===== config.mk =====
export PLATFORM = sky130hd
export DESIGN_NAME = baud_gen_frac
export DESIGN_NICKNAME = d
export VERILOG_FILES = /design/src/rtl/baud_pkg.sv /design/src/rtl/baud_nco.sv /design/src/rtl/baud_gen_frac.sv
export SDC_FILE = /design/constraint.sdc
export NUM_CORES = 1
export LEC_CHECK = 0
export CAP_MARGIN = 40
export CORE_ASPECT_RATIO = 1.75
export CORE_UTILIZATION = 50
export DETAILED_ROUTE_END_ITERATION = 7
export PLACE_DENSITY = 0.68
export RECOVER_POWER = 25
export SKIP_LAST_GASP = 1
export SYNTH_ARGS = -nofsm -noshare
export SYNTH_HDL_FRONTEND = slang
export SYNTH_HIERARCHICAL = 1
export SYNTH_SLANG_ARGS = --single-unit
export TNS_END_PERCENT = 50

===== constraint.sdc =====
create_clock -name clk -period 8.5 [get_ports clk]
set_clock_uncertainty 0.05 [all_clocks]
set_input_delay 1.7 -clock clk [delete_from_list [all_inputs] [get_ports clk]]
set_output_delay 1.7 -clock clk [all_outputs]
set_load 0.005 [all_outputs]

===== src/rtl/baud_pkg.sv =====
// Shared constants for the fractional baud generator: the rate table, the custom-rate
// select code and the phase-increment calculation used to build the increment table.
package baud_pkg;

    localparam logic [2:0] SEL_CUSTOM = 3'd7;
    localparam int         N_RATES    = 7;

    localparam int unsigned RATE_TABLE [0:N_RATES-1] = '{
        9600, 19200, 38400, 57600, 115200, 230400, 14400
    };

    // round(baud * osr * 2^acc_w / clk_hz), done as (2*num + den) / (2*den)
    function automatic logic [63:0] calc_inc(input logic [63:0] baud,
                                             input logic [63:0] osr,
                                             input logic [63:0] acc_w,
                                             input logic [63:0] clk_hz);
        logic [63:0] num;
        num = (baud * osr) << acc_w;
        return ((num << 1) + clk_hz) / (clk_hz << 1);
    endfunction

endpackage


===== src/rtl/baud_nco.sv =====
// Phase accumulator: adds inc every enabled clock, exposes the wrap carry combinationally
// so the caller can register it as a tick in the same cycle the phase wraps.
module baud_nco #(
    parameter int ACC_W = 24
) (
    input  logic             clk,
    input  logic             rst,
    input  logic             en,
    input  logic             clr,
    input  logic [ACC_W-1:0] inc,
    output logic             carry
);

    logic [ACC_W-1:0] acc;
    logic [ACC_W:0]   sum;

    assign sum   = {1'b0, acc} + {1'b0, inc};
    assign carry = sum[ACC_W];

    always_ff @(posedge clk or negedge rst) begin
        if (!rst) begin
            acc <= '0;
        end else if (clr) begin
            acc <= '0;
        end else if (en) begin
            acc <= sum[ACC_W-1:0];
        end
    end

endmodule


===== src/rtl/baud_gen_frac.sv =====
// Fractional baud generator: rate select / custom increment mux, phase restart detection,
// oversample counter and registered oversample and bit ticks.
module baud_gen_frac
    import baud_pkg::*;
#(
    parameter int CLK_HZ = 7372800,
    parameter int ACC_W  = 24,
    parameter int OSR    = 16
) (
    input  logic             clk,
    input  logic             rst,
    input  logic             en,
    input  logic [2:0]       sel,
    input  logic             cfg_wr,
    input  logic [ACC_W-1:0] cfg_inc,
    input  logic             resync,
    output logic             tick_os,
    output logic             tick_bit,
    output logic [2:0]       active_sel,
    output logic             rate_err
);

    localparam int               OS_W      = $clog2(OSR);
    localparam logic [OS_W-1:0]  OS_LAST   = OS_W'(OSR - 1);
    localparam logic [63:0]      INC0_FULL = calc_inc(64'(RATE_TABLE[0]), 64'(OSR),
                                                      64'(ACC_W), 64'(CLK_HZ));
    localparam logic [ACC_W-1:0] INC0      = INC0_FULL[ACC_W-1:0];

    logic [ACC_W-1:0] tbl_inc [0:7];
    logic [ACC_W-1:0] cust_inc;
    logic [ACC_W-1:0] inc_q;
    logic [ACC_W-1:0] sel_inc;
    logic [OS_W-1:0]  os_cnt;
    logic             restart;
    logic             carry;

    for (genvar g = 0; g < N_RATES; g++) begin : g_tbl
        localparam logic [63:0] INC_FULL = calc_inc(64'(RATE_TABLE[g]), 64'(OSR),
                                                    64'(ACC_W), 64'(CLK_HZ));
        assign tbl_inc[g] = INC_FULL[ACC_W-1:0];
    end

    // A custom write that triggers the restart must apply the new value immediately
    assign tbl_inc[7] = cfg_wr ? cfg_inc : cust_inc;
    assign sel_inc    = tbl_inc[sel];

    assign restart = resync || (sel != active_sel) || (cfg_wr && (sel == SEL_CUSTOM));

    baud_nco #(
        .ACC_W (ACC_W)
    ) u_nco (
        .clk   (clk),
        .rst   (rst),
        .en    (en),
        .clr   (restart),
        .inc   (inc_q),
        .carry (carry)
    );

    always_ff @(posedge clk or negedge rst) begin
        if (!rst) begin
            cust_inc   <= INC0;
            inc_q      <= INC0;
            active_sel <= 3'd0;
            rate_err   <= 1'b0;
            os_cnt     <= '0;
            tick_os    <= 1'b0;
            tick_bit   <= 1'b0;
        end else begin
            if (cfg_wr) begin
                cust_inc <= cfg_inc;
            end
            if (restart) begin
                active_sel <= sel;
                inc_q      <= sel_inc;
                rate_err   <= (sel_inc == '0);
                os_cnt     <= '0;
                tick_os    <= 1'b0;
                tick_bit   <= 1'b0;
            end else begin
                tick_os  <= en && carry;
                tick_bit <= en && carry && (os_cnt == OS_LAST);
                if (en && carry) begin
                    os_cnt <= (os_cnt == OS_LAST) ? '0 : os_cnt + OS_W'(1);
                end
            end
        end
    end

endmodule


==> results.ini, run 1 <==
[critical_path]
timing.rr.start=inc_q[0]
end_kind=async pin
worst_r2r_path_depth=14
crit_path_top_delay_cell=clkbuf_1
critPathMaxStageDelay_ps=2190
cp_num_buf_inv=2
start_kind=input port
cp_cell_sequence=clkbuf_1 > clkbuf_1
required_ps=8240
crit_top_cell=clkbuf_1
rr_endpoint=os_cnt[3]
crit_fanout=57
crit_type=in -> async
r2r_setup_slack_ps=5120
cp_top_family=buffers and inverters
arrival_ps=4870

[power]
power_frac_clock_pct=42.1
p_sw_share_pct=26.0
power.density_nw_per_um2=174
internal_power_mw=0.712
power_frac_seq_pct=45.1
p_leak_nw=2.42
total_power_mw=0.962
ir_drop_mv=0.132
power_switching_mw=0.250
combPwrFrac_pct=12.8

[floorplanning]
core_area_um2=9410
start_util_pct=51.4
die_h_um=132
io_pins=38
fp-row-count=47
die_area_um2=10100
die_width_um=76.4

[synth]
netlist_instances=480
synth_ff_type=dfrtp_1
yosys.area_share.adder_pct=6.88
ys_types=67
yosys.area_share.simple_pct=13.2
synth_xor_area_share_pct=4.16
synth_edf_count=0
ys_warn_count=6
synthArstFlopShare_pct=100
synth_top_family_by_area=compound AO/OA/AOI/OAI gates
syn-num-nets=538
ys_seq_area_share_pct=42.9
synth_compound_area_share_pct=18.0
synth-seq-cells=82
synth_area_um2=4840
avgSynthCellArea_um2=10.1
muxShareOfSynthArea_pct=9.77

[route]
drt_iter0_drc=182
wl_per_cell_um=17.3
num_vias=3666
viasPerCell=5.83
first_pass_iters=4
drtAntennaViolNets=0
drc_errors=0
drt-total-wl_mm=10.9

[cts]
cts_tree=yes
htreeDepth=3
ctsResizeCount=0
clk_latency_ps=340
cts_buffer_depth=2
holdBufCountCts=0
root_buffer=clkbuf_16
numCtsBuffers=9
clk_pin_slew_worst_paths_ps=60
post_cts_buffers=0
clkSinkCount=82

[min_path]
hold_path_class=reg -> reg
hp-start=inc_q[0]
holdPathStages=2
hold_end=inc_q[0]

[sta]
finalMaxSlewViolations=58
finalHoldViolations=0
period_share_pct=60.3
tightest_slew_ps=2990
fin_crit_ps=5130
final.setup.tns_ps=0
slew_headroom_pct=-99.5
rsz0062_at_grt=false
max_freq_mhz=195
finalSetupViolCount=0
hold_slack_ps=430

[status]
violations=capacitance limit, slew limit
outcome=finished with violations

[final_layout]
layout_common_cells=dfrtp_1 (62), clkdlybuf4s50_1 (36), a21oi_1 (34)
final.fill_count=849
layout_commonest_cell=dfrtp_1
area_delta_synth_final_pct=14.1
nets=560
drive_gt1_share_pct=16.8
diodes=0
final_cell_count_no_fill=629
post-route-util_pct=58.7

[placement]
dp_cells=613
io_buffers=37
gp_congestion=0.867
dp_hpwl_mm=8.16

[flow_run]
drv_cap=1

[global_route]
grt_use_total_pct=22.7
grt_start_max_net_pins=58
grt.overflow.total=0
antenna_found_initial=0
grt_pass1_wl_mm=17.8
first_global_vias=3762

## final cells by class
| cell class | count | area [µm²] | share of cell area [%] |
|---|---|---|---|
| clock buffer | 10 | 239 | 4.33 |
| clock inverter | 6 | 73.8 | 1.34 |
| timing repair buffer | 41 | 390 | 7.07 |
| sequential | 82 | 2080 | 37.6 |
| multi-input combinational | 349 | 2520 | 45.6 |
| inverter | 19 | 71.3 | 1.29 |
| tap | 122 | 153 | 2.76 |
## synthesized netlist by cell type, types with 11 or more instances
master,count,area share (%)
a21oi_1,34,3.5
clkbuf_1,12,0.93
dfrtp_1,62,32
dfstp_2,20,11
ha_1,25,6.5
inv_1,18,1.4
mux2_2,19,4.4
mux2i_1,21,4.3
nand2_1,29,2.2
nand3_1,33,3.4
nor2_1,33,2.6
o21ai_0,23,2.4
o31ai_1,11,1.7
xnor2_1,12,2.2
xor2_1,11,2.0
## power groups by stage
stage	combinational (mW)	sequential [mW]	clock, mW
global placement	0.120	0.440	0
finish	0.123	0.434	0.405
detailed placement	0.125	0.441	0
CTS	0.126	0.434	0.414
floorplan	0.0830	0.435	0
global route	0.136	0.436	0.427
## worst max-delay path by stage
stage                     startpoint  depth (start not counted)  slack (ps)       endpoint
after CTS                     sel[0]                          8        3620  u_nco/acc[14]
after detailed placement      sel[0]                          8        3250  u_nco/acc[14]
after global routing             rst                          2        2410      inc_q[22]
after global placement        sel[0]                          8        3420  u_nco/acc[14]
final                            rst                          2        3370      inc_q[19]
after floorplan               sel[2]                         10        5120  u_nco/acc[23]
## logic make-up (layout without fill, tap and decap cells)
kind of cell / Yosys count / count (layout)
compound gates: 127 / 127
xor+xnor: 23 / 23
fa+ha+maj: 26 / 26
buf+inv: 49 / 76
flops: 82 / 82
mux: 43 / 43
simple gates: 130 / 130
## sequential cells by signal, summed over array words and instances, names as in the netlist
register    count
tick_os         1
os_cnt          4
u_nco/acc      24
cust_inc       24
active_sel      3
rate_err        1
inc_q          24
tick_bit        1
## worst reg2reg max path, stage by stage, from the launching register on
cell and delay (ps):
dfstp_2 530, ha_1 160, inv_1 50, fa_1 400
nor2b_1 170, o21bai_1 100, a31o_2 300, o211ai_2 300
o31ai_2 120, o21ai_1 190, nand3_1 100, nand2_1 190
nand3_1 130, or3_1 360, a21oi_1 140
## per-stage QoR
stage | area, µm² | worst slack [ps]
6_report | 5520 | 3370
5_1_grt | 5520 | 2410
4_1_cts | 5550 | 3620
3_5_place_dp | 5240 | 3250
3_3_place_gp | 5210 | 3420
2_1_floorplan | 4840 | 5120
## per-layer routing
metal  track usage [%]  part of all wire [%]
met3              3.60                   2.6
met1              24.0                    38
met4              13.1                   4.7
met5                 0                     0
met2              41.9                    54
Power figures use the tool's default switching activity.
==> inputs of run 2 (changes only) <==
==> constraint.sdc (replaced) <==
create_clock -name clk -period 5 [get_ports clk]
set_clock_uncertainty 0.05 [all_clocks]
set_input_delay 1 -clock clk [delete_from_list [all_inputs] [get_ports clk]]
set_output_delay 1 -clock clk [all_outputs]
set_load 0.005 [all_outputs]
==> results.ini, run 2 (same netlist as run 1, synthesis figures left out) <==
[floorplanning]
die_h_um=132  ; unchanged
core_area_um2=9410  ; unchanged
fp-row-count=47  ; unchanged
io_pins=38  ; unchanged
start_util_pct=51.4  ; unchanged
die_width_um=76.4  ; unchanged
die_area_um2=10100  ; unchanged

[critical_path]
crit_path_top_delay_cell=clkdlybuf4s50_1
cp_cell_sequence=clkdlybuf4s50_1 > and3_1 > nand2_1 > buf_4 > and2_1 > inv_2 > and2b_2 > a32oi_1 > o211ai_1
end_kind=flip-flop
critPathMaxStageDelay_ps=740  ; -1450 ps
crit_fanout=32  ; -44%
cp_num_buf_inv=3  ; +1
start_kind=input port
arrival_ps=3780  ; -1090 ps
worst_r2r_path_depth=14  ; unchanged
crit_type=in -> reg
cp_top_family=buffers and inverters
required_ps=5160  ; -3080 ps
cp.depth=9  ; +7

[global_route]
first_global_vias=3841  ; +2.1%
grt.overflow.total=0  ; unchanged
antenna_found_initial=0  ; unchanged
grt_start_max_net_pins=64  ; +10%
grt_pass1_wl_mm=18.3  ; +3.3%
grt_use_total_pct=23.1  ; +0.43 points

[placement]
dp_cells=615  ; +0.33%
gp_congestion=0.876  ; +0.98%
pre_cts_slack_ps=992  ; -2260 ps
io_buffers=37  ; unchanged
dp_hpwl_mm=8.04  ; -1.4%

[final_layout]
nets=562  ; +0.36%
layout_commonest_cell=dfrtp_1
final.fill_count=823  ; -3.1%
final_cell_count_no_fill=631  ; +0.32%
top_regs=cust_inc: 24 flops, inc_q: 24 flops, u_nco/acc: 24 flops
layout_common_cells=dfrtp_1 (62), clkdlybuf4s50_1 (36), a21oi_1 (34)
diodes=0  ; unchanged
area_delta_synth_final_pct=14.6
drive_gt1_share_pct=17.1  ; +0.33 points

[min_path]
holdPathStages=2  ; unchanged
hold_path_class=reg -> reg

[sta]
finalHoldViolations=0  ; unchanged
period_share_pct=72.5
rsz0062_at_grt=false
fin_crit_ps=3630
fin_ws_ps=1370  ; -2000 ps
slew_headroom_pct=22.1  ; +120 points
max_freq_mhz=276
tightest_slew_ps=1170  ; -1820 ps
finalSetupViolCount=0  ; unchanged
final.setup.tns_ps=0  ; unchanged
finalMaxSlewViolations=0  ; -100%

[route]
wl_per_cell_um=17.3  ; about the same
num_vias=3689  ; +0.63%
drtAntennaViolNets=0  ; unchanged
first_pass_iters=4  ; unchanged
drc_errors=0  ; unchanged
viasPerCell=5.85  ; +0.31%
drt_iter0_drc=130  ; -29%
drt-total-wl_mm=10.9  ; +0.28%

[power]
power_frac_seq_pct=45.5  ; +0.4 points
total_power_mw=1.62  ; +69%
ir_drop_mv=0.205  ; +56%
p_leak_nw=2.43  ; +0.31%
internal_power_mw=1.20  ; +68%
combPwrFrac_pct=13.1  ; +0.3 points
p_sw_share_pct=26.1  ; +0.077 points
power.density_nw_per_um2=292  ; +68%
power_frac_clock_pct=41.4  ; -0.7 points
power_switching_mw=0.423  ; +69%

[cts]
numCtsBuffers=9  ; unchanged
ctsResizeCount=0  ; unchanged
cts_buffer_depth=2  ; unchanged
post_cts_buffers=0  ; unchanged
htreeDepth=3  ; unchanged
cts_tree=yes
holdBufCountCts=0  ; unchanged
clk_latency_ps=340  ; about the same
clk_pin_slew_worst_paths_ps=70  ; about the same
root_buffer=clkbuf_16
clkSinkCount=82  ; unchanged

[status]
outcome=completed

[flow_run]
drv_cap=0  ; -1

-- run 2: cell types whose count changed in the layout (fill, tap and decap cells not counted) --
cell | before | now
buf_16 | 0 | 1
buf_4 | 3 | 5
clkbuf_8 | 1 | 0
clkinv_4 | 3 | 0
clkinvlp_4 | 0 | 2
inv_6 | 2 | 3
-- run 2: layout make-up --
| class | instances | area (µm²) | area share [%] |
|---|---|---|---|
| clock buffers | 10 | 229 | 4.13 |
| clock inverters | 6 | 71.3 | 1.29 |
| multi-input cells | 349 | 2520 | 45.4 |
| well taps | 122 | 153 | 2.75 |
| repair buffers | 43 | 429 | 7.74 |
| flip-flops and latches | 82 | 2080 | 37.4 |
| inverters | 19 | 71.3 | 1.29 |
-- run 2: power groups by stage --
stage / combinational, mW / sequential, mW / clock (mW)
floorplan: 0.141 / 0.740 / 0
detailed placement: 0.212 / 0.749 / 0
global route: 0.235 / 0.742 / 0.706
global placement: 0.205 / 0.748 / 0
CTS: 0.214 / 0.737 / 0.682
finish: 0.213 / 0.738 / 0.672
-- run 2: final timing paths --
| kind | from | endpoint | slack, ps |
|---|---|---|---|
| worst max-delay path | sel[0] | u_nco/acc[14] | 1370 |
| worst min-delay path | inc_q[0] | inc_q[0] | 430 |
| worst max register to register | inc_q[0] | os_cnt[3] | 1640 |
| worst min register to register | inc_q[0] | inc_q[0] | 430 |
| max in group asynchronous | rst | cust_inc[14] | 3150 |
| min in group asynchronous | rst | u_nco/acc[1] | 820 |
-- run 2: worst register-to-register path: stages (launching register included) --
cell and delay (ps):
dfstp_2 530, ha_1 160, inv_1 50, fa_1 410
nor2b_1 180, o21bai_1 100, a31o_2 290, o211ai_2 310
o31ai_2 110, o21ai_1 200, nand3_1 110, nand2_1 160
nand3_1 110, or3_1 360, a21oi_1 150
-- run 2: metrics by stage --
step                      area (µm²)  utilization [%]  hold WS [ps]
after global routing            5550             59.0           451
after global placement          5220             55.5           412
after CTS                       5550             59.0           431
after floorplan                 4840                -           397
after detailed placement        5250             55.8           421
final                           5550             59.0           425
-- run 2: metal layers --
layer | part of all wire, % | vias up | GRT usage, %
li1 | - | 1773 | -
met4 | 4.0 | 0 | 13.0
met1 | 40 | 1793 | 26.6
met5 | 0 | - | 0
met2 | 53 | 94 | 40.9
met3 | 3.3 | 29 | 3.04
==> inputs of run 3 (changes only) <==
--- a/config.mk
+++ b/config.mk
@@ -9,7 +9,7 @@
 export CORE_ASPECT_RATIO = 1.75
 export CORE_UTILIZATION = 50
 export DETAILED_ROUTE_END_ITERATION = 7
-export PLACE_DENSITY = 0.68
+export PLACE_DENSITY = 0.71
 export RECOVER_POWER = 25
 export SKIP_LAST_GASP = 1
 export SYNTH_ARGS = -nofsm -noshare
==> constraint.sdc (replaced) <==
create_clock -name clk -period 2.9 [get_ports clk]
set_clock_uncertainty 0.05 [all_clocks]
set_input_delay 0.58 -clock clk [delete_from_list [all_inputs] [get_ports clk]]
set_output_delay 0.58 -clock clk [all_outputs]
set_load 0.005 [all_outputs]
==> results.ini, run 3 (same netlist as run 1, synthesis figures left out) <==
[sta]
final.setup.tns_ps=-117  ; -117 ps
tightest_slew_ps=1950  ; +782 ps
max_freq_mhz=336
finalMaxSlewViolations=83  ; +83
hold_slack_ps=448  ; +23.0 ps
period_share_pct=103
rsz0062_at_grt=true
fin_crit_ps=2980
slew_headroom_pct=-30.1  ; -52 points
fin_ws_ps=-78.7  ; -1450 ps
finalHoldViolations=0  ; unchanged
finalSetupViolCount=2  ; +2

[status]
outcome=finished with violations
violations=capacitance limit, slew limit, setup timing

[power]
power_frac_clock_pct=40.1  ; -1.3 points
internal_power_mw=2.00  ; +67%
p_leak_nw=2.56  ; +5.3%
power_frac_seq_pct=46.1  ; +0.6 points
p_sw_share_pct=27.5  ; +1.4 points
power_switching_mw=0.758  ; +79%
power.density_nw_per_um2=478  ; +64%
ir_drop_mv=0.493  ; +140%
combPwrFrac_pct=13.8  ; +0.7 points

[floorplanning]
die_area_um2=10100  ; unchanged
core_area_um2=9410  ; unchanged
start_util_pct=51.4  ; unchanged
io_pins=38  ; unchanged
die_width_um=76.4  ; unchanged
fp-row-count=47  ; unchanged
die_h_um=132  ; unchanged

[cts]
clkSinkCount=82  ; unchanged
cts_tree=yes
numCtsBuffers=9  ; unchanged
clk_pin_slew_worst_paths_ps=70  ; about the same
htreeDepth=3  ; unchanged
holdBufCountCts=0  ; unchanged
root_buffer=clkbuf_16
clk_latency_ps=340  ; about the same
cts_buffer_depth=2  ; unchanged

[route]
drc_errors=0  ; unchanged
drtAntennaViolNets=0  ; unchanged
num_vias=3761  ; +2.0%
drt-total-wl_mm=11.3  ; +3.9%
drt_iter0_drc=186  ; +43%
viasPerCell=5.79  ; -1.0%
wl_per_cell_um=17.4  ; +0.86%
first_pass_iters=4  ; unchanged

[final_layout]
top_regs=cust_inc: 24 flops, inc_q: 24 flops, u_nco/acc: 24 flops
layout_commonest_cell=dfrtp_1
layout_common_cells=dfrtp_1 (62), clkdlybuf4s50_1 (36), nor2_1 (33), a21oi_1 (33), nand3_1 (31)
final_area_um2=5760  ; +3.8%
post-route-util_pct=61.2  ; +2.3 points
area_delta_synth_final_pct=19.0
nets=581  ; +3.4%
diodes=0  ; unchanged
regArea_um2=2080  ; unchanged
drive_gt1_share_pct=22.9  ; +5.8 points
final.fill_count=816  ; -0.85%
final_cell_count_no_fill=650  ; +3.0%
multi_input_area_um2=2600  ; +3.3%

[critical_path]
critPathMaxStageDelay_ps=560  ; -180 ps
arrival_ps=3200  ; -580 ps
required_ps=3120  ; -2040 ps
crit_type=reg -> reg
cp_top_family=compound AO/OA/AOI/OAI gates
crit_top_cell=nand3_2
crit_path_top_delay_cell=dfstp_2
crit_fanout=2  ; -94%
start_kind=flip-flop
cp_num_buf_inv=1  ; -2
end_kind=flip-flop
cp_cell_sequence=ha_4 > inv_2 > fa_2 > nor2b_2 > o21bai_1 > a31o_2 > o211ai_4 > o31ai_4 > o21ai_2 > nand3_2 > nand2_2 > nand3_2 > or3_4 > a21oi_2

[global_route]
first_global_vias=3971  ; +3.4%
grt_use_total_pct=23.9  ; +0.79 points
antenna_found_initial=0  ; unchanged
grt_start_max_net_pins=83  ; +30%
grt_pass1_wl_mm=19.0  ; +3.7%
grt.overflow.total=0  ; unchanged

[placement]
gp_congestion=0.913  ; +4.2%
dp_hpwl_mm=8.29  ; +3.1%
dp_cells=629  ; +2.3%
dpl_cell_area_um2=5370  ; +2.2%
io_buffers=37  ; unchanged

[min_path]
hold_path_class=reg -> reg

[flow_run]
drv_cap=1  ; +1

==> run 3: cell types whose count changed in the layout (fill, tap and decap cells not counted), moves of 2 or more <==
cell / change
nand2_1: -2
nand3_1: -2
buf_4: +16
buf_6: +2
clkinvlp_4: -2
nand3_2: +2
clkbuf_1: -2
==> run 3: final cells by class <==
type / instances / area share (%)
inverter: 19 / 1.24
sequential: 82 / 36.1
multi-input combinational: 349 / 45.2
clock buffer: 9 / 3.91
timing repair buffer: 62 / 9.95
tap: 122 / 2.65
clock inverter: 7 / 1.04
==> run 3: final timing paths <==
kind	start	endpoint	slack, ps	cells past startpoint
min in group asynchronous	rst	u_nco/acc[5]	840	2
worst min-delay path	inc_q[4]	inc_q[4]	450	2
max in group asynchronous	rst	active_sel[2]	800	2
worst min register to register	inc_q[4]	inc_q[4]	450	2
worst max register to register	inc_q[0]	os_cnt[3]	-80	14
worst max-delay path	inc_q[0]	os_cnt[3]	-80	14
==> run 3: metrics by stage <==
stage               total power, mW  worst slack [ps]
floorplan                      1.52              36.4
detailed placement             1.67              -141
finish                         2.76             -78.7
global route                   2.87              -192
CTS                            2.78             -34.8
global placement               1.66             -68.2
==> run 3: worst register-to-register path, cell delays in order (launching register included) <==
cell and delay (ps):
dfstp_2 560, ha_4 140, inv_2 30, fa_2 360, nor2b_2 160, o21bai_1 100
a31o_2 290, o211ai_4 210, o31ai_4 90, o21ai_2 180, nand3_2 90, nand2_2 90
nand3_2 80, or3_4 350, a21oi_2 130
==> run 3: what timing repair did <==
action	4_1_cts	5_1_grt
gates resized for setup	9	9
pin swaps	13	8
endpoints found under the setup margin	6	6
setup buffers	3	2
==> run 3: metal layers <==
layer	vias to the layer above	part of all wire [%]	global-route usage, %
met5	-	0	0
met3	29	2.8	3.74
met1	1832	39	25.6
li1	1806	-	-
met2	94	55	45.2
met4	0	3.3	10.8
==> run 3: power groups by stage <==
| stage | sequential (mW) | clock, mW | combinational (mW) |
|---|---|---|---|
| 5_1_grt | 1.28 | 1.18 | 0.415 |
| 4_1_cts | 1.27 | 1.12 | 0.383 |
| 3_5_place_dp | 1.29 | 0 | 0.378 |
| 6_report | 1.27 | 1.10 | 0.380 |
| 2_1_floorplan | 1.28 | 0 | 0.243 |
| 3_3_place_gp | 1.29 | 0 | 0.369 |
==> RTL change 1 (config.mk and constraints of run 3) <==
Put one more register stage on the output `rate_err`, cleared by the reset. The value now appears one clock later. The other outputs are not delayed to match.
--- a/src/rtl/baud_gen_frac.sv
+++ b/src/rtl/baud_gen_frac.sv
@@ -27,2 +27,4 @@
     localparam logic [ACC_W-1:0] INC0      = INC0_FULL[ACC_W-1:0];
+
+    logic rate_err_s0;
 
@@ -64,3 +66,3 @@
             active_sel <= 3'd0;
-            rate_err   <= 1'b0;
+            rate_err_s0 <= 1'b0;
             os_cnt     <= '0;
@@ -75,3 +77,3 @@
                 inc_q      <= sel_inc;
-                rate_err   <= (sel_inc == '0);
+                rate_err_s0 <= (sel_inc == '0);
                 os_cnt     <= '0;
@@ -89,2 +91,10 @@
 
+    always_ff @(posedge clk or negedge rst) begin
+        if (!rst) begin
+            rate_err <= '0;
+        end else begin
+            rate_err <= rate_err_s0;
+        end
+    end
+
 endmodule
Behaviour: not the same (Yosys sat finds a counterexample within 4 cycles, from zero or initial values and one cycle with rst low).
==> RTL change 1 against run 3 <==
Non-clock buffer count up 3; total power rose by 6.0%; worst setup slack improved by 78 ps; the flow still finishes with violations (capacitance limit, slew limit, setup timing); count of clock-buffer cells in the layout increased by 2; largest power group unchanged; final area is essentially flat; area after synthesis is 0.49% higher; first-iteration DRC count decreased by 0.54%; sequential cell count increased by 1; wire length fell by 2.2%; final cell count fell by 0.15%; utilization decreased by 0.43 points; critical endpoint unchanged.
==> RTL change 1: results (changes against run 3) <==
power:
  vdd_drop_max_uv: 442  # -10%
  p_leak_nw: 2.52  # -1.5%
worst_hold_path:
  min_to: "rate_err"
  hold_start: "rate_err_s0"
  hold_path_class: "register to register"
  whs_path_depth: 0  # -2
critical_path:
  crit_arrival_ps: 3110  # -90 ps
  cp_max_fo: 2  # unchanged
  r2r_cells: 14  # unchanged
  cp_slowest_cell: "dfstp_2"
clocking:
  path_clk_slew_ps: 60
  clock_path_buffers: 2  # unchanged
  clk_latency_ps: 330
synthesis:
  ys_warn_count: 6  # unchanged
  synth_top_flop_cell: "dfrtp_1"
  async_reset_ff_share_pct: 100  # unchanged
  synthTopCellsByCount: "dfrtp_1, nand2_1, a21oi_1"
  ys_top_cells_by_area: "dfrtp_1, dfstp_2, ha_1"
  synthesis.nets: 531  # -1.3%
  ys_seq_area_share_pct: 43.2  # +0.30 points
  ys_types: 69  # +3.0%
routing:
  avgRoutedWirePerCell_um: 17.1  # -2.1%
  wl_met3_um: 340  # +6.9%
  met1_length_um: 4290  # -2.1%
  dr_wl_met2_um: 6130  # -1.8%
  vias: 3687  # -2.0%
  drt_iter0_drc: 185  # -0.54%
timing:
  finalSetupViolCount: 1  # -1
  worst_slew_pin_slew_ps: 1510  # -439 ps
  finalSetupTns_ps: -0.333  # +117 ps
  final_max_slew_viol_count: 29  # -65%
  setup_ws_ps: -0.333  # +78.4 ps
finish:
  final_layout_size_suffix_gt1_share_pct: 25.8  # +2.9 points
  diodes: 0  # unchanged
  nets: 580  # -0.17%
  fillers: 775  # -5.0%
global_routing:
  grt_max_degree: 57  # -31%
  grt_pass1_wl_um: 18400  # -3.4%
  grt_usage_pct: 23.1  # -0.80 points
  grt_pass1_vias: 3909  # -1.6%
flow_run:
  cap_violations: 1  # unchanged
status:
  violations: "capacitance limit, slew limit, setup timing"
  status: "finished with violations"
placement:
  gp_congestion: 0.870  # -4.7%
  dp_hpwl_um: 8180  # -1.3%
RTL change 1: per-stage QoR:
stage | hold WS, ps | instance area (um2) | setup WS [ps] | instances
6_report | 368 | 5760 | -0.333 | 649
5_1_grt | 378 | 5760 | -127 | 649
3_3_place_gp | 347 | 5390 | -46.4 | 630
2_1_floorplan | 234 | 4870 | 36.0 | 473
3_5_place_dp | 341 | 5390 | -133 | 630
4_1_cts | 127 | 5740 | -39.8 | 648
RTL change 1: metal layers:
layer / up-vias / track usage, %
met1: 1792 / 25.3
met2: 86 / 43.3
li1: 1785 / -
met5: - / 0
met4: 0 / 9.62
met3: 24 / 4.00
RTL change 1: cell families after synthesis:
group | share of synthesized area (%)
buf+inv | 5.45
flops | 43.2
simple gates | 13.3
fa+ha+maj | 6.84
compound gates | 18.7
xor+xnor | 4.14
mux | 8.36
RTL change 1: critical path, delay by kind of cell, from the launching register on:
kind | cells | cell delay [ps]
buffers and inverters | 1 | 50
AO/OA/AOI/OAI | 6 | 940
flip-flops | 1 | 550
AND/OR/NAND/NOR | 5 | 750
adder cells (fa/ha/maj) | 2 | 470
RTL change 1: report_power, final:
group	leakage [nW]	total (mW)	switching, mW	internal (mW)
sequential	1.04	1.29	0.0409	1.24
clock	0.156	1.25	0.467	0.783
combinational	1.32	0.385	0.210	0.176
RTL change 1: cell type report:
class,instances,area share (%)
tap,122,2.65
timing repair buffer,65,10.2
clock buffer,11,4.22
multi-input combinational,350,44.1
sequential,83,36.5
inverter,13,0.848
clock inverter,5,1.48
RTL change 1: what timing repair did:
item,CTS,global route
gates resized for setup,4,4
pin swaps,7,1
endpoints found under the setup margin,5,6
buffers inserted,2,1
hold endpoints to repair,0,0
==> RTL change 2 (settings of run 3) <==
Without the edit above. Change the parameter `OSR` from 16 to 32.
--- a/src/rtl/baud_gen_frac.sv
+++ b/src/rtl/baud_gen_frac.sv
@@ -7,3 +7,3 @@
     parameter int ACC_W  = 24,
-    parameter int OSR    = 16
+    parameter int OSR    = 32
 ) (
Behaviour: not the same (Yosys sat finds a counterexample within 4 cycles, from zero or initial values and one cycle with rst low).
==> RTL change 2 against run 3 <==
The run still ends with capacitance limit, slew limit, setup timing left; wire length fell by 3.3%; sequential cell count up 1; final area fell by 0.76%; critical path depth stayed put; maximum frequency down 1.5%; count of clock-buffer cells in the layout unchanged; sequential share of layout area rose by 0.76 points; final cell count up 1.5%; total power grew 2.3%; worst setup slack worse by 45 ps; area after synthesis down 1.4%; via count decreased by 1.7%; highest routed layer unchanged.
==> RTL change 2: results (changes against run 3) <==
status:
  status: "finished with violations"
  violations: "capacitance limit, slew limit, setup timing"
synthesis:
  ys_seq_area_share_pct: 44.1  # +1.2 points
  ys_top_cells_by_area: "dfrtp_1, dfstp_2, ha_1"
  synth_mux_area_share_pct: 8.31  # -1.5 points
  synthesis.nets: 544  # +1.1%
  synthTopCellsByCount: "dfrtp_1, nand2_1, nor2_1"
  ys_types: 63  # -6.0%
  synth_compound_area_share_pct: 18.3  # +0.29 points
  synth_adder_area_share_pct: 7.24  # +0.36 points
  syn_area_per_cell_um2: 9.84  # -2.4%
routing:
  vias: 3696  # -1.7%
  avgRoutedWirePerCell_um: 16.6  # -4.8%
placement:
  place_ws_ps: -166  # -24.7 ps
  dp.cells: 641  # +1.9%
  gp_congestion: 0.883  # -3.3%
  dp_hpwl_um: 8290  # about the same
global_routing:
  grt_max_degree: 47  # -43%
  grt_usage_pct: 24.6  # +0.62 points
  grt_pass1_vias: 3897  # -1.9%
finish:
  nets: 594  # +2.2%
  stdcell_count: 660  # +1.5%
  fillers: 732  # -10%
  final_layout_size_suffix_gt1_share_pct: 21.7  # -1.2 points
critical_path:
  crit_arrival_ps: 3240  # +40 ps
  reg2reg_to: "os_cnt[2]"
flow_run:
  cap_violations: 1  # unchanged
timing:
  fin_hold_ws_ps: 429  # -19.8 ps
  finalSetupTns_ps: -197  # -80.2 ps
  finalSetupViolCount: 3  # +1
  final_max_slew_viol_count: 40  # -52%
  setup_ws_ps: -124  # -45.3 ps
clocking:
  cts_root_buffer: "clkbuf_16"
worst_hold_path:
  min_to: "inc_q[5]"
power:
  vdd_drop_max_uv: 362  # -27%
-- RTL change 2: repair_timing --
item,CTS,global route
gates resized for setup,2,4
cloned,0,0
endpoints found under the setup margin,4,8
buffers inserted,1,2
pin swaps,5,5
-- RTL change 2: cells by family after synthesis --
logic type                 Yosys count
adders and majority gates           27
buffers and inverters               45
and+or+nand+nor                    138
AOI/OAI and AO/OA                  133
DFF                                 83
muxes                               37
xor gates and xnor gates            22
-- RTL change 2: layout make-up --
cell class	count	area (um2)	area share [%]
multi-input combinational	357	2480	43.5
clock inverter	7	73.8	1.29
sequential	83	2100	36.8
timing repair buffer	67	614	10.7
tap	120	150	2.63
inverter	17	63.8	1.12
clock buffer	9	225	3.94
-- RTL change 2: worst max path at each step --
stage / from / endpoint / slack, ps
floorplan: inc_q[0] / os_cnt[2] / -70
global placement: inc_q[0] / os_cnt[2] / -130
detailed placement: inc_q[0] / os_cnt[2] / -170
CTS: inc_q[0] / os_cnt[2] / -130
global route: inc_q[0] / os_cnt[3] / -280
finish: inc_q[0] / os_cnt[2] / -120
-- RTL change 2: layer usage --
layer / global-route usage, % / share of wire [%] / vias up
met5: 0 / 0 / -
met4: 11.1 / 3.7 / 0
met3: 3.60 / 2.1 / 25
met2: 43.9 / 55 / 66
met1: 27.2 / 39 / 1788
li1: - / - / 1817
-- RTL change 2: through the flow --
stage               total power [mW]  instance area, um2
detailed placement              1.69                5390
global placement                1.67                5390
CTS                             2.85                5710
global route                    2.93                5720
floorplan                       1.53                4790
finish                          2.82                5720
-- RTL change 2: power by group --
part / leakage (nW) / switching (mW) / total, mW / internal [mW]
combinational: 1.37 / 0.208 / 0.381 / 0.173
sequential: 1.04 / 0.0366 / 1.28 / 1.25
clock: 0.147 / 0.482 / 1.15 / 0.673
total: 2.55 / 0.727 / 2.82 / 2.09
-- RTL change 2: worst max-delay path, stage by stage (launching register included) --
cell      delay (ps)
dfstp_2          550
ha_4             130
inv_2             30
fa_2             340
nor2b_2          150
o21bai_1         110
a31o_2           230
o211ai_2         190
o31ai_2          100
o21ai_1          200
nand3_1          120
nand2_2           90
nand2_2           60
or4b_4           490
a21oi_2          120
